==> config.mk <==
export PLATFORM = sky130hd
export DESIGN_NAME = keypad_enc16
export DESIGN_NICKNAME = d
export VERILOG_FILES = /design/src/rtl/keypad_enc16.sv
export SDC_FILE = /design/constraint.sdc
export NUM_CORES = 1
export LEC_CHECK = 0
export CORE_ASPECT_RATIO = 1.4
export CORE_MARGIN = 1.5
export CORE_UTILIZATION = 53
export DETAILED_ROUTE_END_ITERATION = 8
export GPL_ROUTABILITY_DRIVEN = 0
export PLACE_DENSITY = 0.72
export SLEW_MARGIN = 20
export SYNTH_ARGS = -nofsm -noshare
export SYNTH_HDL_FRONTEND = slang
export SYNTH_SLANG_ARGS = --single-unit
==> constraint.sdc <==
create_clock -name clk -period 4.7 [get_ports clk]
set_clock_uncertainty 0.2 [all_clocks]
set_input_delay 0.47 -clock clk [delete_from_list [all_inputs] [get_ports clk]]
set_output_delay 0.47 -clock clk [all_outputs]
set_load 0.005 [all_outputs]
==> src/rtl/keypad_enc16.sv <==
// -----------------------------------------------------------------------------
// keypad_enc16 - scanning encoder for a 4x4 active-low matrix keypad.
//
// Drives one column low at a time, samples the four rows on the last clock of
// each column period, builds a 16-bit frame image and debounces the lowest
// pressed key code (code = row*4 + col). Debounced presses are offered to the
// consumer on a valid/ready handshake. A key that arrives while the previous
// one is still pending is dropped and raises a sticky overrun flag.
//
// Optional feature macro: KEYPAD_TYPEMATIC_EN
//   Defined   : a held key re-emits every REPEAT_FRAMES frames (auto-repeat).
//   Undefined : exactly one emit per debounced press.
//
// Ports:
//   clk        in   rising-edge clock
//   rst_n      in   asynchronous active-low reset
//   row_in     in   [3:0] keypad rows, active-low, pulled up externally
//   col_out    out  [3:0] column drive, exactly one bit low
//   key_code   out  [3:0] reported key code, stable while key_valid = 1
//   key_valid  out  key_code holds an unconsumed key
//   key_ready  in   consumer accepts; transfer when key_valid & key_ready
//   overrun    out  sticky: a key was dropped while another was pending
//   ovr_clr    in   clears overrun (a simultaneous new overrun wins)
// -----------------------------------------------------------------------------
module keypad_enc16 #(
  parameter int SCAN_DIV      = 16,
  parameter int DEBOUNCE      = 3,
  parameter int REPEAT_FRAMES = 32
) (
  input  logic       clk,
  input  logic       rst_n,
  input  logic [3:0] row_in,
  output logic [3:0] col_out,
  output logic [3:0] key_code,
  output logic       key_valid,
  input  logic       key_ready,
  output logic       overrun,
  input  logic       ovr_clr
);

  if (SCAN_DIV < 4 || SCAN_DIV > 65535 || DEBOUNCE < 1 || DEBOUNCE > 15 ||
      REPEAT_FRAMES < 1) begin : g_bad_param
    $error("keypad_enc16: parameter out of legal range");
  end

  localparam logic [15:0] DIV_LAST = 16'(SCAN_DIV - 1);
  localparam logic [3:0]  DB_LAST  = 4'(DEBOUNCE);
`ifdef KEYPAD_TYPEMATIC_EN
  localparam logic [15:0] REP_LAST = 16'(REPEAT_FRAMES);
`endif

  typedef enum logic [1:0] {ST_IDLE, ST_CAND, ST_HELD} state_t;

  // Synchronizer, scan counters and partial frame image (columns 0..2 only;
  // column 3 is taken live from the synchronizer at frame end).
  logic [3:0]  r_sync1, r_sync2;
  logic [15:0] r_div;
  logic [1:0]  r_col;
  logic [11:0] r_img;

  state_t      r_state, w_state_nxt;
  logic [3:0]  r_cand, w_cand_nxt;
  logic [3:0]  r_cnt, w_cnt_nxt;
  logic [3:0]  r_rcnt, w_rcnt_nxt;
`ifdef KEYPAD_TYPEMATIC_EN
  logic [15:0] r_rep, w_rep_nxt;
`endif

  logic [3:0]  r_key_code;
  logic        r_key_valid;
  logic        r_overrun;

  logic        w_col_last, w_frame_end, w_none, w_emit, w_xfer;
  logic [15:0] w_frame;
  logic [3:0]  w_code, w_emit_code;

  assign w_col_last  = (r_div == DIV_LAST);
  assign w_frame_end = w_col_last && (r_col == 2'd3);
  assign col_out     = ~(4'b0001 << r_col);

  // NOTE: sequential state uses non-blocking assignments so every register
  // samples the pre-edge values of the others, independent of block order.
  always_ff @(posedge clk or negedge rst_n) begin
    if (!rst_n) begin
      r_sync1 <= 4'hF;
      r_sync2 <= 4'hF;
    end else begin
      r_sync1 <= row_in;
      r_sync2 <= r_sync1;
    end
  end

  always_ff @(posedge clk or negedge rst_n) begin
    if (!rst_n) begin
      r_div <= '0;
      r_col <= '0;
      r_img <= '0;
    end else if (w_col_last) begin
      r_div <= '0;
      r_col <= r_col + 2'd1;
      for (int r = 0; r < 4; r++) begin
        case (r_col)
          2'd0:    r_img[r*3]     <= ~r_sync2[r];
          2'd1:    r_img[r*3 + 1] <= ~r_sync2[r];
          2'd2:    r_img[r*3 + 2] <= ~r_sync2[r];
          default: ;
        endcase
      end
    end else begin
      r_div <= r_div + 16'd1;
    end
  end

  // Full frame image and its lowest set bit (multiple keys -> lowest code).
  always_comb begin
    w_frame = '0;
    for (int r = 0; r < 4; r++) begin
      w_frame[r*4 +: 3] = r_img[r*3 +: 3];
      w_frame[r*4 + 3]  = ~r_sync2[r];
    end
  end

  assign w_none = (w_frame == 16'h0000);

  always_comb begin
    w_code = 4'h0;
    for (int i = 15; i >= 0; i--) begin
      if (w_frame[i]) w_code = 4'(i);
    end
  end

  always_ff @(posedge clk or negedge rst_n) begin
    if (!rst_n) begin
      r_state <= ST_IDLE;
      r_cand  <= '0;
      r_cnt   <= '0;
      r_rcnt  <= '0;
`ifdef KEYPAD_TYPEMATIC_EN
      r_rep   <= '0;
`endif
    end else begin
      r_state <= w_state_nxt;
      r_cand  <= w_cand_nxt;
      r_cnt   <= w_cnt_nxt;
      r_rcnt  <= w_rcnt_nxt;
`ifdef KEYPAD_TYPEMATIC_EN
      r_rep   <= w_rep_nxt;
`endif
    end
  end

  // Debounce FSM, advanced only on the frame-end clock.
  always_comb begin
    // NOTE: every output of this block gets a default first, so no path
    // leaves a variable unassigned and no latch is inferred.
    w_state_nxt = r_state;
    w_cand_nxt  = r_cand;
    w_cnt_nxt   = r_cnt;
    w_rcnt_nxt  = r_rcnt;
`ifdef KEYPAD_TYPEMATIC_EN
    w_rep_nxt   = r_rep;
`endif
    w_emit      = 1'b0;
    w_emit_code = r_cand;
    if (w_frame_end) begin
      case (r_state)
        ST_IDLE: begin
          if (!w_none) begin
            w_cand_nxt  = w_code;
            w_emit_code = w_code;
            if (DB_LAST == 4'd1) begin
              w_emit      = 1'b1;
              w_state_nxt = ST_HELD;
              w_rcnt_nxt  = '0;
`ifdef KEYPAD_TYPEMATIC_EN
              w_rep_nxt   = '0;
`endif
            end else begin
              w_state_nxt = ST_CAND;
              w_cnt_nxt   = 4'd1;
            end
          end
        end
        ST_CAND: begin
          if (w_none) begin
            w_state_nxt = ST_IDLE;
            w_cnt_nxt   = '0;
          end else if (w_code == r_cand) begin
            if (r_cnt + 4'd1 == DB_LAST) begin
              w_emit      = 1'b1;
              w_state_nxt = ST_HELD;
              w_cnt_nxt   = '0;
              w_rcnt_nxt  = '0;
`ifdef KEYPAD_TYPEMATIC_EN
              w_rep_nxt   = '0;
`endif
            end else begin
              w_cnt_nxt = r_cnt + 4'd1;
            end
          end else begin
            w_cand_nxt = w_code;
            w_cnt_nxt  = 4'd1;
          end
        end
        ST_HELD: begin
          if (w_none) begin
`ifdef KEYPAD_TYPEMATIC_EN
            w_rep_nxt = '0;
`endif
            if (r_rcnt + 4'd1 == DB_LAST) begin
              w_state_nxt = ST_IDLE;
              w_rcnt_nxt  = '0;
            end else begin
              w_rcnt_nxt = r_rcnt + 4'd1;
            end
          end else begin
            // A key (even a different one) keeps the press alive; r_cand
            // keeps the emitted code so a repeat always re-sends it.
            w_rcnt_nxt = '0;
`ifdef KEYPAD_TYPEMATIC_EN
            if (w_code == r_cand && r_rcnt == 4'd0) begin
              if (r_rep + 16'd1 == REP_LAST) begin
                w_emit    = 1'b1;
                w_rep_nxt = '0;
              end else begin
                w_rep_nxt = r_rep + 16'd1;
              end
            end
`endif
          end
        end
        default: w_state_nxt = ST_IDLE;
      endcase
    end
  end

  // Output handshake: an emit loads only when the slot is free or being
  // drained this cycle; otherwise it is dropped and flagged.
  assign w_xfer = r_key_valid & key_ready;

  always_ff @(posedge clk or negedge rst_n) begin
    if (!rst_n) begin
      r_key_code  <= 4'h0;
      r_key_valid <= 1'b0;
      r_overrun   <= 1'b0;
    end else begin
      if (w_emit && (!r_key_valid || w_xfer)) begin
        r_key_code  <= w_emit_code;
        r_key_valid <= 1'b1;
      end else if (w_xfer) begin
        r_key_valid <= 1'b0;
      end
      if (w_emit && r_key_valid && !w_xfer) begin
        r_overrun <= 1'b1;
      end else if (ovr_clr) begin
        r_overrun <= 1'b0;
      end
    end
  end

  assign key_code  = r_key_code;
  assign key_valid = r_key_valid;
  assign overrun   = r_overrun;

endmodule

# Word level (Yosys, flattened, before mapping)
# Index checks and enable logic that the tools add are counted.
# op_classes
n_bitwise	6
eq_ne	18
n_reduce_logical	21
n_shift	1
muxes	50
addsub	4
# ops
operator	n
$mux W4	30
$pmux W4 S2	3
$add A16 B1 Y16 const B	1
$eq A16 B4 Y1 const B	1
$logic_not A16 Y1	1
$mux W16	1
$ne A2 B2 Y1 const B	7
$mux W2	6
$mux W1	9
$add A4 B1 Y4 const B	2
$eq A4 B2 Y1 const B	2
$reduce_bool A2 Y1	4
$eq A2 B2 Y1 const B	3
$ne A3 B3 Y1 const B	2
$pmux W2 S3	1
$reduce_and A2 Y1	3
$reduce_and A6 Y1	1
$reduce_and A5 Y1	1
$eq A2 B1 Y1 const B	2
$eq A4 B4 Y1	1
$logic_and A1 B1 Y1	4
$logic_not A2 Y1	2
$not A1 Y1	4
$not A4 Y4	1
other kinds (7)	8
# word_totals
ff_bits	58
output_inout_bits	10
word_cells	114
in_bits	8

# Logic depth before layout (Yosys ltp)
# Gate-level depths: netlist of the first run.
# depth
depth_word	24
depth_mapped	10
depth_no_buf	8

# Least setup slack after synthesis of the first run
# No wires, ideal clock.
# synth_path
kind	register -> register
startpoint	register r_sync2[0]
endpoint	register r_key_code[0], in the netlist key_code[0]
slack_ps	1809
setup_ps	125
required_time_ps	4375
arrival_time_ps	2566
stages_incl_launch_ff	8
period_less_slack_ps	2891
path_buffers	0
cell_sequence	dfstp_2 or4b_4 or4b_1 o41ai_1 a311oi_1 a211oi_2 and4b_4 mux2_4
# synth_via
elab_chain_len	10
elab_cells_between_ends	15
cone_classes	eq/ne: 1; mux: 11; bitwise: 1; reduce/logical: 2
# synth_rtl
element	line	text
start, declared	56	logic [3:0] r_sync1, r_sync2;
start signal, assigned	89	r_sync2 <= r_sync1;
$mux W4 (4 in a row)	128	if (w_frame[i]) w_code = 4'(i);
$eq A4 B4 Y1	188	end else if (w_code == r_cand) begin
$mux W1	188	
$mux W1	185	if (w_none) begin
$mux W1	166	case (r_state)
$mux W1	165	if (w_frame_end) begin
$logic_and A1 B1 Y1	247	if (w_emit && (!r_key_valid || w_xfer)) begin
end signal, assigned	248	r_key_code <= w_emit_code;
end, declared	69	logic [3:0] r_key_code;
# Parallel ways exist; a longest one is shown, timed or not.
# A chain may end at the register's enable or synchronous reset.

# Worst setup path in the final report of the first run
# layout_path
startpoint	register r_sync2[0]
endpoint	register r_key_code[3], in the netlist key_code[3]
# The elaborated chain is that of the path after synthesis.

==> results of run 1 <==
how the worst min path moves through the flow:
stage                     from           to  slack, ns  depth (start not counted)
CTS                      rst_n    r_cand[0]        0.1                          2
global placement    r_sync1[1]   r_sync2[1]       0.15                          0
finish                   rst_n    r_cand[0]       0.05                          2
floorplan                rst_n  key_code[0]      -0.03                          0
global route             rst_n     r_img[2]       0.15                          2
detailed placement  r_sync1[1]   r_sync2[1]       0.15                          0
registers in the layout, indices dropped and copies added, names as in the netlist, 2 cells and up:
signal / flops
key_code: 4
r_col: 2
r_rcnt: 4
r_img: 12
r_cand: 4
r_cnt: 4
r_div: 16
r_sync2: 4
r_state: 2
r_sync1: 4
logic make-up (layout without fill, tap and decap cells):
| logic type | count (synthesis) | in the layout | share of synthesized area |
|---|---|---|---|
| AND/OR/NAND/NOR | 120 | 120 | 0.2117 |
| multiplexers | 4 | 4 | 0.02032 |
| AO/OA/AOI/OAI | 69 | 69 | 0.1528 |
| flip-flops | 58 | 58 | 0.4945 |
| XOR/XNOR | 18 | 18 | 0.05334 |
| adder cells (fa/ha/maj) | 9 | 9 | 0.03810 |
| buffers and inverters | 21 | 49 | 0.02921 |
metrics by stage:
step                area [um^2]  power (mW)
floorplan                  2955      0.5475
global placement           3183      0.5665
detailed placement         3183      0.5677
CTS                        3450       1.183
global route               3450       1.214
finish                     3450       1.176
cell type report:
type | instances | share of cell area
repair buffers | 18 | 0.05005
well taps | 68 | 0.02466
flip-flops and latches | 58 | 0.4236
clock inverters | 5 | 0.03627
multi-input cells | 220 | 0.4081
inverters | 15 | 0.01632
clock buffers | 11 | 0.04099
cells in the final DEF (no fill, tap or decap), drive strengths merged, types with 7 or more instances in the layout:
cell type	instances
clkbuf	11
clkdlybuf4s50	16
nor2	23
ha	9
inv	15
dfrtp	50
nand3	7
a21oi	9
nor3	7
nand2	41
xor2	8
o21ai	25
xnor2	10
dfstp	8
nor4	7
synthesized netlist by cell type (5+ instances only):
library cell and count:
xnor2_1 10, dfrtp_1 50, inv_1 15, xor2_1 8, a21oi_1 9, a31oi_1 6
nand2_1 40, nand2b_1 6, nor4_1 7, nor2_1 23, nor3_1 7, nand3_1 7
clkbuf_1 5, and3_1 6, o21ai_0 25, dfstp_2 8, ha_1 9
power by group through the flow:
stage	Sequential, mW	Clock [mW]	Combinational (mW)
final	0.521	0.618	0.0370
after global routing	0.522	0.649	0.0431
after CTS	0.520	0.625	0.0382
after detailed placement	0.529	0	0.0384
after global placement	0.529	0	0.0377
after floorplan	0.527	0	0.0205
metal layers:
metal	vias up	part of all wire	global-route usage
li1	1108	-	-
met1	1111	0.45	0.2554
met2	39	0.49	0.3292
met3	15	0.033	0.05452
met4	0	0.029	0.1190
met5	-	0	0
==> impl_results.md, run 1 <==
* Status: completed
* Final setup fails at 0
* Startpoint types: flop
* Worst flop-to-flop path endpoint: key_code[3]
* First-pass GRT wire length at 9591 um
* Syn Nets at 316
* YS warnings at 0
* Post-detail-place hpwl at 3843 um
* Buffers plus inverters on the worst setup path at 0
* Clock power share at 0.526
* Min Tclk post-route at 3.506 ns
* Layout cells sized above 1 at 0.1223
* Latest clock arrival within the worst-skew pair at 0.34 ns
* Hold/Removal Path Class: input port to asynchronous set/reset pin
* Crit-path cells: or4b_4, or4b_1, o41ai_1, a311oi_1, a211oi_2, and4b_4, mux2_4
* Sequential share of the synthesized area at 0.4945
* Post-CTS Setup Inserts at 0
* Largest cells by area after synthesis: dfrtp_1, dfstp_2, nand2_1
* Critical Path Stages at 7
* Multi-input logic area at 1408 um^2
* Area growth syn-to-layout at 16.72%
* DRC at 0
* Top Ports at 18
* Worst stage delay on the critical path at 0.70 ns
* GRT Util Overall at 0.2093
* Final worst slack at 1.194 ns
* Die Ht at 91.36 um
* Initial core utilization at 0.5427
* Synth Register Bits at 58
* Pint at 0.9447 mW
* Power Dens Cells at 340.9 nW/um^2
* Worst r2r src: r_sync2[0]
* Post-route insts no fill at 395
* GRT overflow at 0
* Routed Antenna Nets at 0
* Starting DRT DRC Count at 97
* Mapped cell area at 2955 um^2
* Antenna Cells at 0
* Slowest cell on the critical path: a211oi_2
* Clk sinks at 58
* CTS Buffer Depth at 2
* Psw at 0.2313 mW
* Final hold slack at 0.05251 ns
* I/O Buffers at 17
* Post-synth EDFFs at 0
* Reg2Reg Setup Slack at 1.19 ns
* CP Capture Type: flop
* Largest net degree at the start of global routing at 59
* CTS buffer count at 9
* Placed insts at 379
* CP delay by family, top: simple AND/OR/NAND/NOR gates
* CTS tree: yes
* Avg Inst Size Synth at 9.884 um^2
* # hold bufs at CTS at 0
* Antenna violations before repair at 0
* Max Slew Vio Count at 0
* Logic gate share of total power at 0.031
* Slew HR at 0.4692
* FFs w/ async S/R, synth at 1.000
* Period utilization at 0.7459
* Root Driver: clkbuf_8
* Final WL at 5503 um
* Setup CP Type: flop to flop
* Finished Core Util at 0.6335
* WP data arrival at 3.53 ns
* Drt first pass iters at 4
* Synth area leader: dfrtp_1
* DR WL/cell at 13.93 um
* Post-Syn Instances at 299
* Site Rows at 32
* Via/cell ratio at 5.754
* Post-synth cell types at 54
* P_leak at 1.542 nW
* Worst-Margin Slew at 0.7851 ns
* Vias in the first global route at 2178
* Crit path required time at 4.73 ns
* Setup TNS at 0 ns
* Die ar. at 6039 um^2
* H-tree levels at 3
* Core ar. at 5445 um^2
* Sw Ratio at 0.1967
* Post-CTS Resized at 0
* Crit path launch: r_sync2[0]
* VDD IR max at 0.2525 mV
* Sequential power share at 0.443
* Reg area at 1461 um^2
* Via count at 2273
* Max_cap viols at 0
* Unrepaired setup endpoints after global routing: no
* Max frequency at 0.2853 GHz
* Critical path peak fanout at 12
* Post-synth top area share at 0.4234
* Worst Setup EP: key_code[3]
* Final Net Count at 339
* Worst r2r path cells at 7
* Die width at 66.11 um
* Dpl ws at 1.183 ns
* Clk slew on worst S/H paths at 0.06 ns
* Predominant post-synthesis flop cell: dfrtp_1
* Hold Vio Cnt, Final at 0
* Fillcell total at 461
Note: power is estimated with default switching activity, not from simulation.
==> inputs of run 2 (changes only) <==
--- a/config.mk
+++ b/config.mk
@@ -10,7 +10,7 @@
 export CORE_UTILIZATION = 53
 export DETAILED_ROUTE_END_ITERATION = 8
 export GPL_ROUTABILITY_DRIVEN = 0
-export PLACE_DENSITY = 0.72
+export PLACE_DENSITY = 0.75
 export SLEW_MARGIN = 20
 export SYNTH_ARGS = -nofsm -noshare
 export SYNTH_HDL_FRONTEND = slang
==> constraint.sdc (replaced) <==
create_clock -name clk -period 2.87 [get_ports clk]
set_clock_uncertainty 0.2 [all_clocks]
set_input_delay 0.287 -clock clk [delete_from_list [all_inputs] [get_ports clk]]
set_output_delay 0.287 -clock clk [all_outputs]
set_load 0.005 [all_outputs]
==> impl_results.md, run 2 (same netlist as run 1, synthesis figures left out) <==
* Post-detail-place hpwl at 4099 um
* Crit path required time at 2.89 ns
* Largest net degree at the start of global routing at 38
* Max frequency at 0.3514 GHz
* Setup CP Type: flop to flop
* Status: completed
* Period utilization at 0.9916
* Initial core utilization at 0.5427
* Buffers plus inverters on the worst setup path at 0
* CTS tree: yes
* Finished Core Util at 0.6654
* Vias in the first global route at 2294
* Power Dens Cells at 547.8 nW/um^2
* Psw at 0.3780 mW
* Unrepaired setup endpoints after global routing: yes
* Routed Antenna Nets at 0
* Antenna violations before repair at 0
* Slowest cell on the critical path: dfstp_2
* GRT overflow at 0
* Clk sinks at 58
* Sequential power share at 0.428
* Max Slew Vio Count at 0
* Worst-Margin Slew at 0.8015 ns
* I/O Buffers at 17
* Critical path peak fanout at 4
* Top Ports at 18
* Crit-path cells: or4b_4, or4b_4, o41ai_2, a311oi_2, a211oi_2, and4b_4, mux2_4
* Startpoint types: flop
* Hold/Removal Path Class: input port to flop
* P_leak at 1.649 nW
* Worst stage delay on the critical path at 0.52 ns
* Logic gate share of total power at 0.039
* CTS buffer count at 9
* Top reg by flops: r_div
* Die Ht at 91.36 um
* Most common cell after layout, fill and taps aside: dfrtp_1
* Clk slew on worst S/H paths at 0.07 ns
* H-tree levels at 3
* Slew HR at 0.4657
* Final setup fails at 0
* Drt first pass iters at 4
* Max reg flops at 16
* Clock power share at 0.533
* Area growth syn-to-layout at 22.61%
* VDD IR max at 0.4759 mV
* Most frequent cells in the layout: dfrtp_1, nand2_1, o21ai_0, nor2_1, buf_4
* Fillcell total at 454
* Sw Ratio at 0.1904
* CP Capture Type: flop
* GRT Util Overall at 0.2210
* Antenna Cells at 0
* Biggest registers after layout: r_div (16), r_img (12)
* Pint at 1.607 mW
* Hold Vio Cnt, Final at 0
* Die width at 66.11 um
* Via count at 2346
* Setup TNS at 0 ns
* DRC at 0
* Core ar. at 5445 um^2
* Total power at 1.985 mW
* DR WL/cell at 14.14 um
* CTS Buffer Depth at 2
* Root Driver: clkbuf_8
* CP most frequent cell: or4b_4
* CP delay by family, top: simple AND/OR/NAND/NOR gates
* Site Rows at 32
* Min Tclk post-route at 2.846 ns
* Final Net Count at 357
* Starting DRT DRC Count at 105
* Latest clock arrival within the worst-skew pair at 0.34 ns
* WP data arrival at 2.87 ns
* Die ar. at 6039 um^2
* Via/cell ratio at 5.680
* Layout cells sized above 1 at 0.1768
* Max_cap viols at 0
* Final WL at 5840 um
* First-pass GRT wire length at 10180 um
* Post-CTS Setup Inserts at 0
## run 2: cell count changes in the layout (fill, tap and decap cells not counted), sizes merged
cell         delta
buf            +17
clkbuf          +1
clkinv          -1
dlygate4sd3     +1
## run 2: layout make-up
class,count,area [um^2],area share
clock buffers,12,165.2,0.04558
clock inverters,4,120.1,0.03315
inverters,15,56.30,0.01554
multi-input cells,220,1425,0.3933
flip-flops and latches,58,1461,0.4033
well taps,68,85.08,0.02348
repair buffers,36,310.3,0.08564
## run 2: power by group through the flow
stage	Combinational (mW)	Sequential, mW	Clock [mW]
2_1_floorplan	0.0337	0.863	0
3_3_place_gp	0.0756	0.863	0
3_5_place_dp	0.0772	0.864	0
4_1_cts	0.0785	0.849	1.07
5_1_grt	0.0886	0.851	1.11
6_report	0.0772	0.850	1.06
## run 2: final timing paths
kind	startpoint	endpoint	slack [ns]	cells after the start
hold / removal	row_in[1]	r_sync1[1]	0.15	1
max in group asynchronous	rst_n	r_div[10]	1.37	3
setup / recovery	r_sync2[0]	key_code[3]	0.02	7
hold reg to reg	r_sync1[2]	r_sync2[2]	0.16	0
setup reg to reg	r_sync2[0]	key_code[3]	0.02	7
min in group asynchronous	rst_n	r_cand[2]	0.37	2
## run 2: metrics by stage
step,cells,cell area (um^2),worst slack [ns],hold slack [ns]
2_1_floorplan,299,2955,0.02962,-0.2086
4_1_cts,413,3606,0.01139,0.1424
3_5_place_dp,396,3311,0.03521,0.1488
6_report,413,3623,0.02410,0.1525
5_1_grt,413,3623,-0.08618,0.1323
3_3_place_gp,396,3311,0.08261,0.1468
## run 2: timing repair
item,4_1_cts,5_1_grt
hold endpoints to repair,27,0
hold buffers,1,0
setup endpoints to repair,0,13
resized for setup,0,3
## run 2: per-layer routing
metal / GRT usage / vias to the layer above / wire length (um)
li1: - / 1145 / -
met1: 0.2620 / 1143 / 2517
met2: 0.3633 / 49 / 3017
met3: 0.07435 / 9 / 196
met4: 0.08673 / 0 / 108
met5: 0 / - / 0
